File: config.mk
export PLATFORM = sky130hd
export DESIGN_NAME = commit_unit
export DESIGN_NICKNAME = d
export VERILOG_FILES = /design/src/rtl/commit_unit_pkg.sv /design/src/rtl/commit_unit_store_write_buffer.sv /design/src/rtl/commit_unit.sv
export SDC_FILE = /design/constraint.sdc
export NUM_CORES = 1
export LEC_CHECK = 0
export ABC_AREA = 1
export CORE_ASPECT_RATIO = 0.9
export CORE_UTILIZATION = 35
export CTS_BUF_LIST = sky130_fd_sc_hd__clkbuf_8
export DETAILED_ROUTE_END_ITERATION = 8
export PLACE_DENSITY = 0.55
export SETUP_SLACK_MARGIN = 0.02
export SYNTH_ARGS = -nofsm -noshare
export SYNTH_HDL_FRONTEND = slang
export SYNTH_SLANG_ARGS = --single-unit
File: constraint.sdc
create_clock -name clk -period 4.3 [get_ports clk]
set_input_delay 1.29 -clock clk [delete_from_list [all_inputs] [get_ports clk]]
set_output_delay 1.29 -clock clk [all_outputs]
set_load 0.03 [all_outputs]
File: src/rtl/commit_unit_pkg.sv
// Shared types for the commit stage: drain FSM state, store buffer entry, zero register.
package commit_unit_pkg;

  typedef enum logic {
    IDLE = 1'b0,
    REQ  = 1'b1
  } drain_state_e;

  typedef struct packed {
    logic [31:0] addr;
    logic [31:0] data;
  } sb_entry_t;

  localparam logic [4:0] ZERO_REG = 5'd0;

endpackage

File: src/rtl/commit_unit_store_write_buffer.sv
// In-order store write buffer draining to memory over req/ack; a push reaches mem_req 2 cycles later.
// Pushes are gated upstream by full_o; optional lookup under STORE_FWD_EN.
module store_write_buffer
  import commit_unit_pkg::*;
#(
  parameter int SB_DEPTH = 4
) (
  input  logic        clk,
  input  logic        rst_n,
  input  logic        push_i,
  input  sb_entry_t   push_entry_i,
  output logic        full_o,
  output logic        empty_o,
  output logic        mem_req_o,
  output logic [31:0] mem_addr_o,
  output logic [31:0] mem_wdata_o,
  input  logic        mem_ack_i
`ifdef STORE_FWD_EN
  ,
  input  logic [31:0] fwd_addr_i,
  output logic        fwd_hit_o,
  output logic [31:0] fwd_data_o
`endif
);

  localparam int PTR_W = (SB_DEPTH > 1) ? $clog2(SB_DEPTH) : 1;
  localparam int OCC_W = PTR_W + 1;
  localparam logic [OCC_W-1:0] OCC_FULL = OCC_W'(SB_DEPTH);

  sb_entry_t          mem_q [SB_DEPTH];
  logic [PTR_W-1:0]   head_q, tail_q, head_nxt;
  logic [OCC_W-1:0]   occ_q, occ_d;
  drain_state_e       state_q;
  logic               mem_req_q;
  logic [31:0]        mem_addr_q, mem_wdata_q;
  logic               pop;

  assign pop      = (state_q == REQ) && mem_ack_i;
  assign head_nxt = head_q + PTR_W'(1);

  always_comb begin
    occ_d = occ_q;
    if (push_i && !pop)      occ_d = occ_q + OCC_W'(1);
    else if (!push_i && pop) occ_d = occ_q - OCC_W'(1);
  end

  always_ff @(posedge clk) begin
    if (push_i) mem_q[tail_q] <= push_entry_i;
  end

  always_ff @(posedge clk or negedge rst_n) begin
    if (!rst_n) begin
      head_q <= '0;
      tail_q <= '0;
      occ_q  <= '0;
    end else begin
      occ_q <= occ_d;
      if (push_i) tail_q <= tail_q + PTR_W'(1);
      if (pop)    head_q <= head_nxt;
    end
  end

  always_ff @(posedge clk or negedge rst_n) begin
    if (!rst_n) begin
      state_q     <= IDLE;
      mem_req_q   <= 1'b0;
      mem_addr_q  <= '0;
      mem_wdata_q <= '0;
    end else begin
      case (state_q)
        IDLE: begin
          if (occ_q != '0) begin
            mem_req_q   <= 1'b1;
            mem_addr_q  <= mem_q[head_q].addr;
            mem_wdata_q <= mem_q[head_q].data;
            state_q     <= REQ;
          end
        end
        REQ: begin
          if (mem_ack_i) begin
            if (occ_q > OCC_W'(1)) begin
              mem_addr_q  <= mem_q[head_nxt].addr;
              mem_wdata_q <= mem_q[head_nxt].data;
            end else if (push_i) begin
              // The only remaining entry is being written this cycle; take it straight from the push.
              mem_addr_q  <= push_entry_i.addr;
              mem_wdata_q <= push_entry_i.data;
            end else begin
              mem_req_q <= 1'b0;
              state_q   <= IDLE;
            end
          end
        end
        default: begin
          mem_req_q <= 1'b0;
          state_q   <= IDLE;
        end
      endcase
    end
  end

  assign full_o      = (occ_q == OCC_FULL);
  assign empty_o     = (occ_q == '0) && (state_q == IDLE);
  assign mem_req_o   = mem_req_q;
  assign mem_addr_o  = mem_addr_q;
  assign mem_wdata_o = mem_wdata_q;

`ifdef STORE_FWD_EN
  logic [PTR_W-1:0] fwd_idx;
  logic [1:0]       unused_fwd_lsb;
  assign unused_fwd_lsb = fwd_addr_i[1:0];

  // Scan oldest to youngest so the last hit wins; the entry on mem_req stays valid until popped.
  always_comb begin
    fwd_hit_o  = 1'b0;
    fwd_data_o = '0;
    fwd_idx    = '0;
    for (int i = 0; i < SB_DEPTH; i++) begin
      fwd_idx = head_q + PTR_W'(i);
      if ((OCC_W'(i) < occ_q) && (mem_q[fwd_idx].addr[31:2] == fwd_addr_i[31:2])) begin
        fwd_hit_o  = 1'b1;
        fwd_data_o = mem_q[fwd_idx].data;
      end
    end
  end
`endif

endmodule

File: src/rtl/commit_unit.sv
// Commit stage behind the ROB: same-cycle ack, 1-cycle register file write, stores into a drain buffer.
// Stores are refused while the buffer is full; STORE_FWD_EN adds a store-to-load forwarding lookup.
module commit_unit
  import commit_unit_pkg::*;
#(
  parameter int SB_DEPTH = 4,
  parameter int CNT_W    = 16
) (
  input  logic             clk,
  input  logic             rst_n,
  input  logic             commit_en,
  input  logic [4:0]       commit_arch_reg,
  input  logic [31:0]      commit_val,
  input  logic             commit_is_store,
  input  logic [31:0]      commit_addr,
  output logic             commit_ack,
  output logic             rf_we,
  output logic [4:0]       rf_waddr,
  output logic [31:0]      rf_wdata,
  output logic             mem_req,
  output logic [31:0]      mem_addr,
  output logic [31:0]      mem_wdata,
  input  logic             mem_ack,
  output logic             sb_empty,
  output logic [CNT_W-1:0] retired_cnt
`ifdef STORE_FWD_EN
  ,
  input  logic [31:0]      fwd_addr,
  output logic             fwd_hit,
  output logic [31:0]      fwd_data
`endif
);

  logic             sb_full, sb_push, rf_ack;
  sb_entry_t        sb_entry;
  logic             rf_we_q, rf_we_d;
  logic [4:0]       rf_waddr_q, rf_waddr_d;
  logic [31:0]      rf_wdata_q, rf_wdata_d;
  logic [CNT_W-1:0] cnt_q, cnt_d;
  logic [1:0]       unused_addr_lsb;

  assign unused_addr_lsb = commit_addr[1:0];

  // sb_full reflects registered occupancy only, so a same-cycle pop never frees a slot.
  assign commit_ack = commit_en && (!commit_is_store || !sb_full);
  assign sb_push    = commit_ack && commit_is_store;
  assign rf_ack     = commit_ack && !commit_is_store;
  assign sb_entry   = '{addr: {commit_addr[31:2], 2'b00}, data: commit_val};

  always_comb begin
    rf_we_d    = rf_ack && (commit_arch_reg != ZERO_REG);
    rf_waddr_d = rf_ack ? commit_arch_reg : rf_waddr_q;
    rf_wdata_d = rf_ack ? commit_val : rf_wdata_q;
    cnt_d      = commit_ack ? cnt_q + CNT_W'(1) : cnt_q;
  end

  always_ff @(posedge clk or negedge rst_n) begin
    if (!rst_n) begin
      rf_we_q    <= 1'b0;
      rf_waddr_q <= '0;
      rf_wdata_q <= '0;
      cnt_q      <= '0;
    end else begin
      rf_we_q    <= rf_we_d;
      rf_waddr_q <= rf_waddr_d;
      rf_wdata_q <= rf_wdata_d;
      cnt_q      <= cnt_d;
    end
  end

  assign rf_we       = rf_we_q;
  assign rf_waddr    = rf_waddr_q;
  assign rf_wdata    = rf_wdata_q;
  assign retired_cnt = cnt_q;

  store_write_buffer #(
    .SB_DEPTH (SB_DEPTH)
  ) u_swb (
    .clk          (clk),
    .rst_n        (rst_n),
    .push_i       (sb_push),
    .push_entry_i (sb_entry),
    .full_o       (sb_full),
    .empty_o      (sb_empty),
    .mem_req_o    (mem_req),
    .mem_addr_o   (mem_addr),
    .mem_wdata_o  (mem_wdata),
    .mem_ack_i    (mem_ack)
`ifdef STORE_FWD_EN
    ,
    .fwd_addr_i   (fwd_addr),
    .fwd_hit_o    (fwd_hit),
    .fwd_data_o   (fwd_data)
`endif
  );

endmodule
==> flow_metrics.py, run 1 <==
metrics = {
    "critical_path": {
        "path_delay_family": "buffers and inverters",
        "crit_arrival_ps": 2570,
        "critical_path.max_stage_delay_ps": 640,
        "r2r_end": "u_swb.mem_addr_o[8]$_DFFE_PN0P_",
        "critPathRequiredTime_ps": 3010,
        "crit_slowest_cell": "clkdlybuf4s50_1",
        "crit_buf_inv": 3,
        "critPathMaxFanout": 5,
        "crit_type": "in2out",
        "endpoint_kind": "output port",
        "rrSetupSlack_ps": 1370,
        "r2r_start": "u_swb.head_q[1]$_DFFE_PN0P_",
        "reg2regPathDepth": 9,
        "worst_setup_path_start_kind": "primary input",
        "cp_cell_sequence": "clkdlybuf4s50_1 -> nand3_1 -> nand2_1 -> inv_1 -> buf_4",
    },
    "finish": {
        "area_growth_pct": 20.6,
        "finalInstanceArea_sq_mm": 0.0220,
        "nets": 2472,
        "drive_above_1_share_pct": 5.20,
        "multi_input_area_sq_mm": 0.00676,
        "finish.utilization_pct": 43.2,
        "seqCellArea_sq_mm": 0.0106,
        "nFillCells": 4992,
    },
    "yosys": {
        "synth_compound_area_share_pct": 6.50,
        "yosysUniqueCellTypes": 28,
        "synthAdderAreaFrac_pct": 0.686,
        "syn_area_sq_mm": 0.0182,
        "synth_common_cells": "1019 x nand2_1, 270 x nor2_1, 248 x edfxtp_1",
        "synth-seq-cells": 373,
        "synth_edf_count": 248,
        "synth_simple_gate_area_share_pct": 28.9,
        "syn_area_per_cell_sq_um": 8.19,
        "synthCells": 2228,
        "yosysMostFrequentCell": "nand2_1",
        "synth_mux_area_share_pct": 0,
        "async_reset_ff_share_pct": 33.5,
        "synth_top_family_by_area": "simple AND/OR/NAND/NOR gates",
        "yosys.area.top_type": "edfxtp_1",
        "synthFlopType": "edfxtp_1",
        "yosysTopAreaCellShare_pct": 40.8,
        "synth.area.top_cells": "edfxtp_1 41%, nand2_1 21%, dfrtp_1 17%",
        "synth_xor_area_share_pct": 0.672,
        "yosysWarnings": 0,
        "ys_seq_area_share_pct": 58.0,
    },
    "cts": {
        "cts_tree": "done",
        "cts_setup_buffers": 0,
        "cts_root_buf": "clkbuf_8",
        "ctsHoldBuffers": 0,
        "clk_pin_slew_ps": 50,
        "ctsResizeCount": 0,
        "insertion_delay_ps": 650,
        "cts_buffer_depth": 3,
        "cts.sinks": 373,
        "h-tree-depth": 3,
        "cts_made_buffers": 70,
    },
    "sta": {
        "worstMarginPinSlew_ps": 1170,
        "holdWs_ps": 475,
        "maxSlewViolCount": 0,
        "hold_viol": 0,
        "clock.fmax_ghz": 0.259,
        "min_period_ps": 3860,
        "fin_worst_skew_ps": 29.6,
        "fin_crit_sh_pct": 89.9,
        "finalSetupViolCount": 0,
        "rsz0062_at_grt": "no",
        "relSlewSlack_pct": 22.0,
        "setup_ws_ps": 436,
    },
    "placement": {
        "io_buffers": 190,
        "post-dp-hpwl_mm": 28.4,
        "pre_cts_slack_ps": 500,
        "place.gp.congestion": 0.749,
        "placed_area_sq_mm": 0.0207,
    },
    "power": {
        "p_switching_mw": 7.67,
        "design_power_total_mw": 16.7,
        "internal_power_mw": 8.98,
        "vdd_ir_drop_max_mv": 0.665,
        "p_sw_share_pct": 46.1,
        "p_comb_share_pct": 50.8,
        "p_seq_share_pct": 30.1,
        "powerDensity_mw_per_mm2": 757,
        "power.leakage_nw": 9.92,
        "pwr-share-clk_pct": 19.1,
    },
    "global_route": {
        "track_usage_pct": 19.3,
        "grt_pass1_wl_mm": 79.5,
        "grt_max_degree": 109,
        "antenna_found_initial": 8,
        "grt_pass1_vias": 14502,
        "grt-ovfl-total": 0,
    },
    "floorplan": {
        "dieArea_sq_mm": 0.0530,
        "die_h_um": 219,
        "core_sq_mm": 0.0509,
        "io-pin-count": 195,
        "placementRows": 78,
        "die_w_um": 243,
        "initial_core_util_pct": 35.8,
    },
    "worst_hold_path": {
        "min_to": "u_swb.mem_wdata_o[11]$_DFFE_PN0P_",
        "min_path_type": "reg2reg",
        "min_path_cells": 2,
        "hold_path_startpoint": "u_swb.mem_wdata_o[11]$_DFFE_PN0P_",
    },
    "run": {
        "drv_cap": 0,
    },
    "route": {
        "viasPerCell": 4.83,
        "dr.pass1.iters": 5,
        "wl_per_cell_um": 16.4,
        "wirelength_mm": 51.2,
        "drc_errors": 0,
        "vias": 15095,
        "antenna_left": 0,
        "drt_iter0_markers": 1097,
    },
    "outcome": {
        "status": "complete, no violations",
    },
}
## cells by family after synthesis
family	after synthesis
AO/OA/AOI/OAI	234
XOR/XNOR	14
adder cells (fa/ha/maj)	10
buffers and inverters	225
flip-flops	373
other	1
AND/OR/NAND/NOR	1371
## layer usage
layer / wire (um) / global-route usage, % / part of all wire [%]
met1: 23200 / 24.8 / 45
met2: 23600 / 31.6 / 46
met5: 53 / 0 / 0.10
met3: 2970 / 4.40 / 5.8
met4: 1420 / 7.38 / 2.8
## tightest hold or removal path: stages, from the launching register on
cell and delay, ps:
dfrtp_1 340, nand2_1 50, nand2_1 50
## final cells by class
cell class                      count  area share [%]
Inverter                           98            1.72
Sequential cell                   373            48.1
Tap cell                          680            3.87
Multi-Input combinational cell   1631            30.7
Timing Repair Buffer              214            9.74
Antenna cell                        1          0.0114
Clock inverter                     49            1.03
Clock buffer                       77            4.82
## sequential cells by signal, summed over array words and instances, names as in the netlist
| register | count |
|---|---|
| retired_cnt | 16 |
| rf_waddr | 5 |
| rf_wdata | 32 |
| rf_we | 1 |
| u_swb.head_q | 2 |
| u_swb.mem_addr_o | 30 |
| u_swb.mem_q | 248 |
| u_swb.mem_req_o | 1 |
| u_swb.mem_wdata_o | 32 |
| u_swb.occ_q | 3 |
| u_swb.state_q | 1 |
| u_swb.tail_q | 2 |
## through the flow
stage	TNS [ps]	cells
CTS	0	3122
global placement	0	2996
detailed placement	0	2996
global route	0	3122
finish	0	3123
floorplan	-54680	2229
## power groups by stage
stage / Clock, mW / Combinational (mW) / Sequential (mW)
5_1_grt: 3.45 / 9.46 / 5.09
2_1_floorplan: 0 / 5.01 / 5.82
3_5_place_dp: 0 / 8.50 / 5.07
4_1_cts: 3.30 / 8.54 / 5.01
6_report: 3.18 / 8.47 / 5.00
3_3_place_gp: 0 / 8.38 / 5.06
## worst max path at each step
stage,from,end,slack [ps],cells after the start
after global placement,commit_is_store,commit_ack,500,5
after CTS,u_swb.occ_q[0]$_DFFE_PN0P_,sb_empty,490,5
after global routing,u_swb.occ_q[0]$_DFFE_PN0P_,sb_empty,420,5
after floorplan,commit_en,u_swb.mem_q[0][0]$_DFFE_PP_,-220,2
final,commit_is_store,commit_ack,440,5
after detailed placement,commit_is_store,commit_ack,500,5
## cells in the final DEF (no fill, tap or decap), types with 8 or more instances in the layout
| cell | n |
|---|---|
| clkdlybuf4s50_1 | 188 |
| dfrtp_1 | 123 |
| nand3_1 | 70 |
| clkinv_1 | 10 |
| clkbuf_8 | 77 |
| xor2_1 | 8 |
| o21ai_0 | 168 |
| nand2_1 | 1018 |
| ha_1 | 10 |
| inv_1 | 125 |
| buf_4 | 20 |
| a21oi_1 | 64 |
| edfxtp_1 | 248 |
| nor2_1 | 266 |
No activity file was read; power rests on OpenSTA's default activity.
==> run 2, diff against run 1 <==
--- a/config.mk
+++ b/config.mk
@@ -6,6 +6,7 @@
 export NUM_CORES = 1
 export LEC_CHECK = 0
 export ABC_AREA = 1
+export CAP_MARGIN = 40
 export CORE_ASPECT_RATIO = 0.9
 export CORE_UTILIZATION = 35
 export CTS_BUF_LIST = sky130_fd_sc_hd__clkbuf_8
==> flow_metrics.py, run 2 (same netlist as run 1, synthesis figures left out) <==
metrics = {
    "outcome": {
        "status": "complete, no violations",
    },
    "global_route": {
        "grt-ovfl-total": 0,
        "grt_max_degree": 109,
        "antenna_found_initial": 7,
        "grt_pass1_wl_mm": 80.0,
        "track_usage_pct": 19.3,
        "grt_pass1_vias": 14704,
    },
    "cts": {
        "ctsHoldBuffers": 0,
        "ctsResizeCount": 0,
        "cts_made_buffers": 69,
        "cts_buffer_depth": 3,
        "cts.sinks": 373,
        "h-tree-depth": 3,
        "cts_setup_buffers": 0,
        "cts_root_buf": "clkbuf_8",
        "cts_tree": "done",
        "insertion_delay_ps": 630,
        "clk_pin_slew_ps": 60,
    },
    "floorplan": {
        "placementRows": 78,
        "io-pin-count": 195,
        "dieArea_sq_mm": 0.0530,
        "die_h_um": 219,
        "core_sq_mm": 0.0509,
        "initial_core_util_pct": 35.8,
        "die_w_um": 243,
    },
    "route": {
        "viasPerCell": 4.84,
        "dr.pass1.iters": 5,
        "wl_per_cell_um": 16.3,
        "wirelength_mm": 51.1,
        "drt_iter0_markers": 996,
        "vias": 15130,
        "antenna_left": 0,
        "drc_errors": 0,
    },
    "finish": {
        "final_cell_mix": "1018 x nand2_1, 266 x nor2_1, 248 x edfxtp_1",
        "finalInstanceArea_sq_mm": 0.0222,
        "nets": 2478,
        "largest_reg_flops": 248,
        "drive_above_1_share_pct": 5.84,
        "area_growth_pct": 21.9,
        "regMostFlops": "u_swb.mem_q",
        "nFillCells": 4982,
        "final_common_cell": "nand2_1",
    },
    "sta": {
        "holdWs_ps": 474,
        "maxSlewViolCount": 0,
        "setup_ws_ps": 498,
        "worstMarginPinSlew_ps": 900,
        "hold_viol": 0,
        "relSlewSlack_pct": 40.0,
        "finalSetupViolCount": 0,
        "min_period_ps": 3800,
        "fin_worst_skew_ps": 33.1,
        "rsz0062_at_grt": "no",
        "fin_crit_sh_pct": 88.4,
        "clock.fmax_ghz": 0.263,
    },
    "critical_path": {
        "endpoint_kind": "output port",
        "cp_cell_sequence": "clkdlybuf4s50_1 -> nand3_1 -> nand2_1 -> inv_1 -> buf_4",
        "critPathMaxFanout": 5,
        "critical_path.max_stage_delay_ps": 600,
        "crit_arrival_ps": 2510,
        "worst_setup_path_start_kind": "primary input",
        "crit_slowest_cell": "clkdlybuf4s50_1",
        "path_delay_family": "buffers and inverters",
        "crit_type": "in2out",
        "critPathRequiredTime_ps": 3010,
        "crit_buf_inv": 3,
    },
    "run": {
        "drv_cap": 0,
    },
    "placement": {
        "placed_area_sq_mm": 0.0209,
        "pre_cts_slack_ps": 515,
        "post-dp-hpwl_mm": 29.7,
        "io_buffers": 190,
        "place.gp.congestion": 0.749,
    },
    "power": {
        "power.leakage_nw": 10.0,
        "powerDensity_mw_per_mm2": 763,
        "vdd_ir_drop_max_mv": 0.583,
    },
    "worst_hold_path": {
        "min_path_type": "reg2reg",
    },
}
## run 2: metrics by stage
stage	power [mW]	util (%)	instances	TNS [ps]
floorplan	10.8	-	2229	-54680
global placement	13.4	40.7	2996	0
detailed placement	13.8	41.0	3003	0
CTS	17.2	43.6	3127	0
global route	18.3	43.6	3127	0
finish	17.0	43.6	3129	0
## run 2: power by group
group / switching [mW] / internal (mW) / leakage, nW
clock network: 1.50 / 1.79 / 0.784
logic: 5.82 / 2.85 / 5.44
registers: 0.409 / 4.60 / 3.79
## run 2: worst min-delay path: stages (launching register included)
cell and delay [ps]:
dfrtp_1 340, nand2_1 50, nand2_1 50
## run 2: final cells by class
class                   count  area, sq um  share of cell area, %
multi-input cells        1631         6760                   30.4
diodes                      2         5.00                 0.0225
repair buffers            221         2310                   10.4
inverters                  98          378                   1.70
clock buffers              86         1180                   5.32
clock inverters            38          160                  0.720
flip-flops and latches    373        10600                   47.6
well taps                 680          851                   3.83
## run 2: routing by layer
metal	GRT usage, %	vias to the layer above	share of wire, %
met3	4.56	112	6.0
met1	24.6	7135	45
met5	0	-	0.11
li1	-	7449	-
met2	32.0	426	46
met4	7.40	8	3.0
## run 2: path summary, 6_finish.rpt
path / startpoint / end / slack [ps] / cells past startpoint
setup / recovery: commit_is_store / commit_ack / 500 / 5
hold reg to reg: u_swb.mem_wdata_o[11]$_DFFE_PN0P_ / u_swb.mem_wdata_o[11]$_DFFE_PN0P_ / 470 / 2
max in group asynchronous: rst_n / rf_wdata[10]$_DFFE_PN0P_ / 2620 / 2
setup reg to reg: u_swb.head_q[1]$_DFFE_PN0P_ / u_swb.mem_wdata_o[17]$_DFFE_PN0P_ / 1770 / 11
min in group asynchronous: rst_n / rf_wdata[12]$_DFFE_PN0P_ / 680 / 1
hold / removal: u_swb.mem_wdata_o[11]$_DFFE_PN0P_ / u_swb.mem_wdata_o[11]$_DFFE_PN0P_ / 470 / 2
==> run 3, diff against run 2 <==
--- a/config.mk
+++ b/config.mk
@@ -8,6 +8,7 @@
 export ABC_AREA = 1
 export CAP_MARGIN = 40
 export CORE_ASPECT_RATIO = 0.9
+export CORE_MARGIN = 2
 export CORE_UTILIZATION = 35
 export CTS_BUF_LIST = sky130_fd_sc_hd__clkbuf_8
 export DETAILED_ROUTE_END_ITERATION = 8
==> flow_metrics.py, run 3 (same netlist as run 1, synthesis figures left out) <==
metrics = {
    "outcome": {
        "status": "complete, no violations",
    },
    "floorplan": {
        "die_h_um": 221,
        "initial_core_util_pct": 35.3,
        "core_sq_mm": 0.0516,
        "placementRows": 79,
        "io-pin-count": 195,
        "dieArea_sq_mm": 0.0540,
        "die_w_um": 245,
    },
    "placement": {
        "pre_cts_slack_ps": 452,
        "io_buffers": 190,
        "placed_area_sq_mm": 0.0209,
        "post-dp-hpwl_mm": 29.7,
        "place.gp.congestion": 0.757,
    },
    "global_route": {
        "antenna_found_initial": 3,
        "grt_max_degree": 250,
        "track_usage_pct": 19.6,
        "grt-ovfl-total": 0,
        "grt_pass1_wl_mm": 81.7,
        "grt_pass1_vias": 14712,
    },
    "power": {
        "power.leakage_nw": 10.0,
        "powerDensity_mw_per_mm2": 764,
        "vdd_ir_drop_max_mv": 0.572,
    },
    "route": {
        "wirelength_mm": 52.3,
        "wl_per_cell_um": 16.6,
        "vias": 15032,
        "antenna_left": 0,
        "met1_length_mm": 23.8,
        "drt_iter0_markers": 1155,
        "highest_layer": "met5",
        "drc_errors": 0,
        "dr.pass1.iters": 5,
        "met2_length_mm": 24.1,
        "met3WireLength_mm": 3.35,
        "viasPerCell": 4.78,
    },
    "sta": {
        "holdWs_ps": 480,
        "fin_crit_sh_pct": 89.0,
        "worstMarginPinSlew_ps": 1020,
        "min_period_ps": 3830,
        "relSlewSlack_pct": 31.9,
        "maxSlewViolCount": 0,
        "setup_ws_ps": 471,
        "fin_tns_setup_ps": 0,
        "finalSetupViolCount": 0,
        "fin_worst_skew_ps": 30.3,
        "clock.fmax_ghz": 0.261,
        "rsz0062_at_grt": "no",
        "hold_viol": 0,
    },
    "cts": {
        "ctsResizeCount": 0,
        "cts_root_buf": "clkbuf_8",
        "clk_pin_slew_ps": 50,
        "ctsHoldBuffers": 0,
        "cts.sinks": 373,
        "cts_buffer_depth": 3,
        "h-tree-depth": 3,
        "cts_tree": "done",
        "insertion_delay_ps": 640,
        "cts_setup_buffers": 0,
        "cts_made_buffers": 70,
    },
    "finish": {
        "area_growth_pct": 21.9,
        "largest_reg_flops": 248,
        "final_common_cell": "nand2_1",
        "regMostFlops": "u_swb.mem_q",
        "final_cell_mix": "1018 x nand2_1, 266 x nor2_1, 248 x edfxtp_1",
        "finalInstanceArea_sq_mm": 0.0222,
        "nets": 2482,
        "drive_above_1_share_pct": 5.94,
    },
    "critical_path": {
        "critPathRequiredTime_ps": 3010,
        "critPathMaxFanout": 5,
        "crit_arrival_ps": 2540,
        "crit_type": "in2out",
        "endpoint_kind": "output port",
        "worst_setup_path_start_kind": "primary input",
    },
    "run": {
        "drv_cap": 0,
    },
    "worst_hold_path": {
        "min_path_type": "reg2reg",
    },
}
==> run 3: area by class of cell <==
| cell class | instances | area (sq um) |
|---|---|---|
| diodes | 2 | 5.00 |
| clock buffers | 84 | 1160 |
| inverters | 98 | 378 |
| repair buffers | 224 | 2300 |
| well taps | 688 | 861 |
| multi-input cells | 1631 | 6760 |
| flip-flops and latches | 373 | 10600 |
| fillers | 5043 | 29400 |
| clock inverters | 46 | 191 |
==> run 3: final timing paths <==
path / startpoint / endpoint / slack, ps / cells after the start
min in group asynchronous: rst_n / u_swb.mem_wdata_o[7]$_DFFE_PN0P_ / 520 / 1
setup reg to reg: u_swb.state_q$_DFF_PN0_ / u_swb.mem_addr_o[16]$_DFFE_PN0P_ / 1450 / 8
hold reg to reg: rf_wdata[14]$_DFFE_PN0P_ / rf_wdata[14]$_DFFE_PN0P_ / 480 / 2
setup / recovery: commit_is_store / commit_ack / 470 / 5
hold / removal: rf_wdata[14]$_DFFE_PN0P_ / rf_wdata[14]$_DFFE_PN0P_ / 480 / 2
max in group asynchronous: rst_n / u_swb.mem_wdata_o[18]$_DFFE_PN0P_ / 2880 / 3
==> run 3: where the power goes <==
| group | total (mW) | switching [mW] | internal (mW) |
|---|---|---|---|
| Combinational | 8.59 | 5.76 | 2.83 |
| Clock | 3.30 | 1.53 | 1.77 |
| Sequential | 5.09 | 0.489 | 4.60 |
| Total | 17.0 | 7.79 | 9.20 |
==> run 3: critical path, cell delays in order <==
cell and delay [ps]:
clkdlybuf4s50_1 630, nand3_1 120, nand2_1 160, inv_1 140
buf_4 190
==> run 3: stage by stage <==
stage / power (mW) / instances / util (%)
2_1_floorplan: 10.8 / 2229 / -
3_3_place_gp: 13.6 / 3008 / 40.2
3_5_place_dp: 13.8 / 3014 / 40.5
4_1_cts: 17.2 / 3144 / 43.1
5_1_grt: 18.4 / 3145 / 43.1
6_report: 17.0 / 3146 / 43.1
==> run 3: metal layers <==
| layer | GRT usage (%) | vias up |
|---|---|---|
| met1 | 25.5 | 7059 |
| met4 | 6.52 | 2 |
| met3 | 4.52 | 92 |
| met5 | 0 | - |
| met2 | 32.2 | 417 |
| li1 | - | 7462 |
